<file path="src/rtl/ram_dp_param.sv">
// ram_dp_param: simple-dual-port RAM with byte-enabled writes, a 1- or 2-stage
// read pipeline, selectable same-address read-during-write behaviour and a
// hardware clear sequencer that zeroes one word per clock.
module ram_dp_param #(
  parameter int DATA_W     = 16,
  parameter int ADDR_W     = 4,
  parameter int DEPTH      = 16,
  parameter int RD_LAT     = 1,
  parameter int RDW_MODE   = 0,
  parameter int CLR_ON_RST = 1
) (
  input  logic                clk,
  input  logic                rst,
  input  logic                enb,
  input  logic                wr,
  input  logic [ADDR_W-1:0]   w_addr,
  input  logic [DATA_W-1:0]   w_data,
  input  logic [DATA_W/8-1:0] w_be,
  input  logic                rd,
  input  logic [ADDR_W-1:0]   r_addr,
  output logic [DATA_W-1:0]   r_data,
  output logic                r_valid,
  input  logic                clr,
  output logic                busy
);

  localparam int NB = DATA_W / 8;

  localparam logic [0:0] ST_IDLE  = 1'b0;
  localparam logic [0:0] ST_CLEAR = 1'b1;
  localparam logic [0:0] ST_RESET = (CLR_ON_RST != 0) ? ST_CLEAR : ST_IDLE;

  localparam logic [ADDR_W-1:0] LAST_ADDR = ADDR_W'(DEPTH - 1);
  localparam logic [ADDR_W:0]   DEPTH_X   = (ADDR_W + 1)'(DEPTH);

  logic [DATA_W-1:0] mem [DEPTH];

  logic [0:0]        state_q, state_d;
  logic [ADDR_W-1:0] cnt_q, cnt_d;

  logic              p1Valid_q;
  logic [DATA_W-1:0] p1Data_q;
  logic              rValid_q;
  logic [DATA_W-1:0] rData_q;

  logic              wrAcc, rdAcc, wInRange, rInRange, wrDo;
  logic [DATA_W-1:0] oldWord, rdWord;

  // busy is simply the registered FSM state, so it never glitches on inputs
  assign busy    = (state_q == ST_CLEAR);
  assign r_valid = rValid_q;
  assign r_data  = rData_q;

  // a pending clr steals the cycle, so reads and writes beside it are dropped
  assign wrAcc    = enb & wr & ~busy & ~clr;
  assign rdAcc    = enb & rd & ~busy & ~clr;
  assign wInRange = ({1'b0, w_addr} < DEPTH_X);
  assign rInRange = ({1'b0, r_addr} < DEPTH_X);
  assign wrDo     = wrAcc & wInRange;

  // clear sequencer: walk cnt from 0 to DEPTH-1, then fall back to IDLE
  always_comb begin
    state_d = state_q;
    cnt_d   = cnt_q;
    case (state_q)
      ST_IDLE: begin
        if (clr) begin
          state_d = ST_CLEAR;
          cnt_d   = '0;
        end
      end
      ST_CLEAR: begin
        if (cnt_q == LAST_ADDR) begin
          state_d = ST_IDLE;
          cnt_d   = '0;
        end else begin
          cnt_d = cnt_q + ADDR_W'(1);
        end
      end
      default: begin
        state_d = ST_IDLE;
        cnt_d   = '0;
      end
    endcase
  end

  // FSM and clear counter registers; reset restarts any clear from address 0
  always_ff @(posedge clk or posedge rst) begin
    if (rst) begin
      state_q <= ST_RESET;
      cnt_q   <= '0;
    end else begin
      state_q <= state_d;
      cnt_q   <= cnt_d;
    end
  end

  // storage array: clearing owns the write port while busy, otherwise lane writes
  always_ff @(posedge clk) begin
    if (busy) begin
      mem[cnt_q] <= '0;
    end else if (wrDo) begin
      for (int i = 0; i < NB; i++) begin
        if (w_be[i]) mem[w_addr][8*i +: 8] <= w_data[8*i +: 8];
      end
    end
  end

  // read word, with optional write-first bypass of the lanes written this cycle
  always_comb begin
    oldWord = rInRange ? mem[r_addr] : '0;
    rdWord  = oldWord;
    if ((RDW_MODE == 1) && wrDo && (w_addr == r_addr)) begin
      for (int i = 0; i < NB; i++) begin
        if (w_be[i]) rdWord[8*i +: 8] = w_data[8*i +: 8];
      end
    end
  end

  // read pipeline: data is captured at acceptance, so later clears cannot alter it
  always_ff @(posedge clk or posedge rst) begin
    if (rst) begin
      p1Valid_q <= 1'b0;
      p1Data_q  <= '0;
      rValid_q  <= 1'b0;
      rData_q   <= '0;
    end else begin
      p1Valid_q <= rdAcc;
      if (rdAcc) p1Data_q <= rdWord;
      if (RD_LAT == 2) begin
        rValid_q <= p1Valid_q;
        if (p1Valid_q) rData_q <= p1Data_q;
      end else begin
        rValid_q <= rdAcc;
        if (rdAcc) rData_q <= rdWord;
      end
    end
  end

endmodule

</file>
<file path="config.mk">
export PLATFORM = sky130hd
export DESIGN_NAME = ram_dp_param
export DESIGN_NICKNAME = d
export VERILOG_FILES = /design/src/rtl/ram_dp_param.sv
export SDC_FILE = /design/constraint.sdc
export NUM_CORES = 1
export LEC_CHECK = 0
export ABC_AREA = 1
export CORE_UTILIZATION = 35
export CTS_BUF_LIST = sky130_fd_sc_hd__clkbuf_16
export CTS_CLUSTER_DIAMETER = 50
export DETAILED_ROUTE_END_ITERATION = 8
export PLACE_DENSITY = 0.48
export RECOVER_POWER = 25
export SLEW_MARGIN = 20
export SYNTH_ARGS = -nofsm -noshare
export SYNTH_HDL_FRONTEND = slang
export SYNTH_SLANG_ARGS = --single-unit
export TNS_END_PERCENT = 5
</file>
<file path="constraint.sdc">
create_clock -name clk -period 2.8 [get_ports clk]
set_clock_uncertainty 0.1 [all_clocks]
set_input_delay 0.28 -clock clk [delete_from_list [all_inputs] [get_ports clk]]
set_output_delay 0.28 -clock clk [all_outputs]
set_load 0.05 [all_outputs]
</file>
==> summary.md <==
| Metric | Value |
|---|---|
| Tmin final | `2412 ps` |
| Layout Cells excl Fill | `~1,700` |
| Largest area contributor in the synthesized netlist | `edfxtp_1` |
| Post-layout nets | `1,268` |
| Crit-path max FO | `8` |
| Critical path launch point type | `register` |
| Share of the synthesized area in the top cell type | `~65%` |
| Crit path buf inv count | `1` |
| Tcrit/Tclk final | `86.14%` |
| Final hold slack | `about 370 ps` |
| Cell Area, Synth | `11,900 sq um` |
| H-tree levels | `2` |
| Final setup viols | `0` |
| Family with the most delay on the worst path | `buffers and inverters` |
| Post-CTS Setup Repair Bufs | `0` |
| Overflow after GRT | `0` |
| Starting Density | `a little over a third` |
| Worst Hold Class | `reg2reg` |
| Outcome | `finished clean` |
| Actual slew at the worst max-slew pin | `1477 ps` |
| Vias/cell | `~4.6` |
| Die footprint | `34,740 sq um` |
| Die Span Y | `186.4 microns` |
| Worst-Skew Late Latency | `500 ps` |
| Lkg Pwr | `5.986 nW` |
| Number of synthesized flops with an enable pin | `~260` |
| 1st-iter DRT viols | `just under 600` |
| Fill count | `~3,200` |
| WS Path Type | `reg2out` |
| Highest-delay cell along the critical path | `clkdlybuf4s50_1` |
| Post-synth ARST share | `7.914%` |
| Final ANT Viol Nets | `0` |
| Clock Tree Buf Depth | `3` |
| Synthesis Warnings | `0` |
| Area Growth Syn to Fin | `19.88%` |
| MaxCap Viol Count | `0` |
| GPL Wtd Cong | `a little over 0.8` |
| Max Fclk | `0.4146 GHz` |
| Clk pin slew, worst setup/hold paths | `50 ps` |
| RSZ-0062 raised after global routing | `false` |
| Setup TNS | `0 ps` |
| Hold Vio Cnt, Final | `0` |
| Wire per inst | `between 15 and 20 microns` |
| Vias in the first global route | `between 7,000 and 8,000` |
| Remaining DRCs | `0` |
| Pin count of the biggest net entering global routing | `129` |
| Total power | `12.22 mW` |
| Syn_nets | `about 1,200` |
| CTS Root Cell | `clkbuf_16` |
| Setup crit end kind | `output port` |
| Cells after synthesis | `roughly 1,100` |
| Crit path DAT | `just over 2000 ps` |
| Pwr per Cell Area | `856.7 nW/um^2` |
| Hpwl dp | `18.95 mm` |
| # port buffers | `about 50` |
| Syn Area/Cell | `10.37 sq um` |
| Drt total wl | `approximately 30 mm` |
| First-pass GRT wire length | `46.34 mm` |
| Antenna diode count | `0` |
| Sink count of the clock tree | `278` |
| Total Routing Usage GR | `17.40%` |
| Netlist cell types | `26` |
| Die Width | `186.4 microns` |
| Main area contributors after synthesis | `edfxtp_1 (65%), nand2_1 (14%), nand3_1 (4.9%)` |
| Hold Buf Count CTS | `0` |
| Seq/Total Area, Yosys | `a little under 70%` |
| VDD IR-drop max | `roughly 330 uV` |
| I/O pin count | `50` |
| CP max stage delay | `860 ps` |
| Max-slew violations | `0` |
| Setup ws final | `388.0 ps` |
| Synthesis-stage register bit count | `roughly 280` |
| Req. time, crit path | `2420 ps` |
| Placed Cells incl. Taps | `1,647` |
| Dominant synthesized flop cell | `edfxtp_1` |
| Inserted Clock Buffers | `34` |
| Cell Chain, Critical Path | `clkdlybuf4s50_1` |
| CTS tree | `yes` |
| Share of cells above drive strength 1 | `around 10%` |
| Synth top cells by count | `nand2_1 (453), edfxtp_1 (256), nand3_1 (117)` |
| First-pass iteration count of the detailed router | `5` |
| Pre-CTS setup slack | `213.8 ps` |
| Via Count | `7,892` |
| FP Rows | `67` |
| Initial antenna violation count | `0` |
| Post-CTS Resized | `0` |
| Count leader, synth | `nand2_1` |
| Core area | `33,530 sq um` |
| Rel. slew slack | `1.556%` |
[sequential cells by signal (all words and copies together), names as in the netlist]
register and count:
r_data 16, cnt_q 4, mem 256, busy 1, r_valid 1
[path summary, 6_finish.rpt]
path	cells past startpoint	slack, ps	to	start
max	1	390	busy	busy
min	2	370	r_data[10]	r_data[10]
max reg2reg	6	470	mem[11][15]	busy
min reg2reg	2	370	r_data[10]	r_data[10]
max in group asynchronous	3	1100	cnt_q[2]	rst
min in group asynchronous	3	630	r_data[7]	rst
[layout by cell type (no fill, tap or decap), drive strengths merged]
| cell type | n |
|---|---|
| bufinv | 4 |
| nor2 | 123 |
| dlygate4sd3 | 4 |
| edfxtp | 256 |
| clkbuf | 49 |
| o22ai | 1 |
| dfrtp | 21 |
| buf | 51 |
| ha | 1 |
| nand4 | 2 |
| nand2 | 454 |
| o211ai | 4 |
| clkinv | 9 |
| nor3 | 1 |
| a21oi | 5 |
| inv | 73 |
| nand3 | 122 |
| clkdlybuf4s50 | 43 |
| dfstp | 1 |
| o21ai | 33 |
| clkinvlp | 1 |
[worst reg2reg max path: stages (launching register included)]
cell and delay (ps):
dfstp_2 680, nor2_8 100, nand4_4 140, nand2_1 140, inv_1 380, nor2_1 100, clkbuf_2 340
[power by group]
part	switching [mW]	internal (mW)	total (mW)
clock	1.64	2.74	4.38
sequential	0.224	5.38	5.60
combinational	1.52	0.719	2.24
[metal layers]
metal / vias up / GRT usage (%) / part of all wire, %
met2: 217 / 24.25 / 40
met4: 0 / 4.768 / 2.0
met5: - / 0 / 0
met1: 3659 / 27.74 / 53
li1: 3970 / - / -
met3: 46 / 2.614 / 5.4
[cells by family after synthesis]
group,synth area share (%)
flip-flops,69.24
AO/OA/AOI/OAI,1.903
buffers and inverters,4.385
AND/OR/NAND/NOR,24.36
adder cells (fa/ha/maj),0.1051
[layout make-up]
type	instances	area, sq um	area share, %
Sequential cell	278	8239	57.76
Multi-Input combinational cell	746	3131	21.95
Timing Repair Buffer	110	959.7	6.727
Clock buffer	37	925.9	6.491
Tap cell	448	560.5	3.929
Inverter	65	245.2	1.719
Clock inverter	22	203.9	1.430
[stage by stage]
step | instance area (sq um) | utilization [%]
3_3_place_gp | 13170 | 39.29
4_1_cts | 14300 | 42.66
6_report | 14260 | 42.54
5_1_grt | 14260 | 42.54
2_1_floorplan | 11900 | -
3_5_place_dp | 13170 | 39.29
No activity file was read; power rests on OpenSTA's default activity.
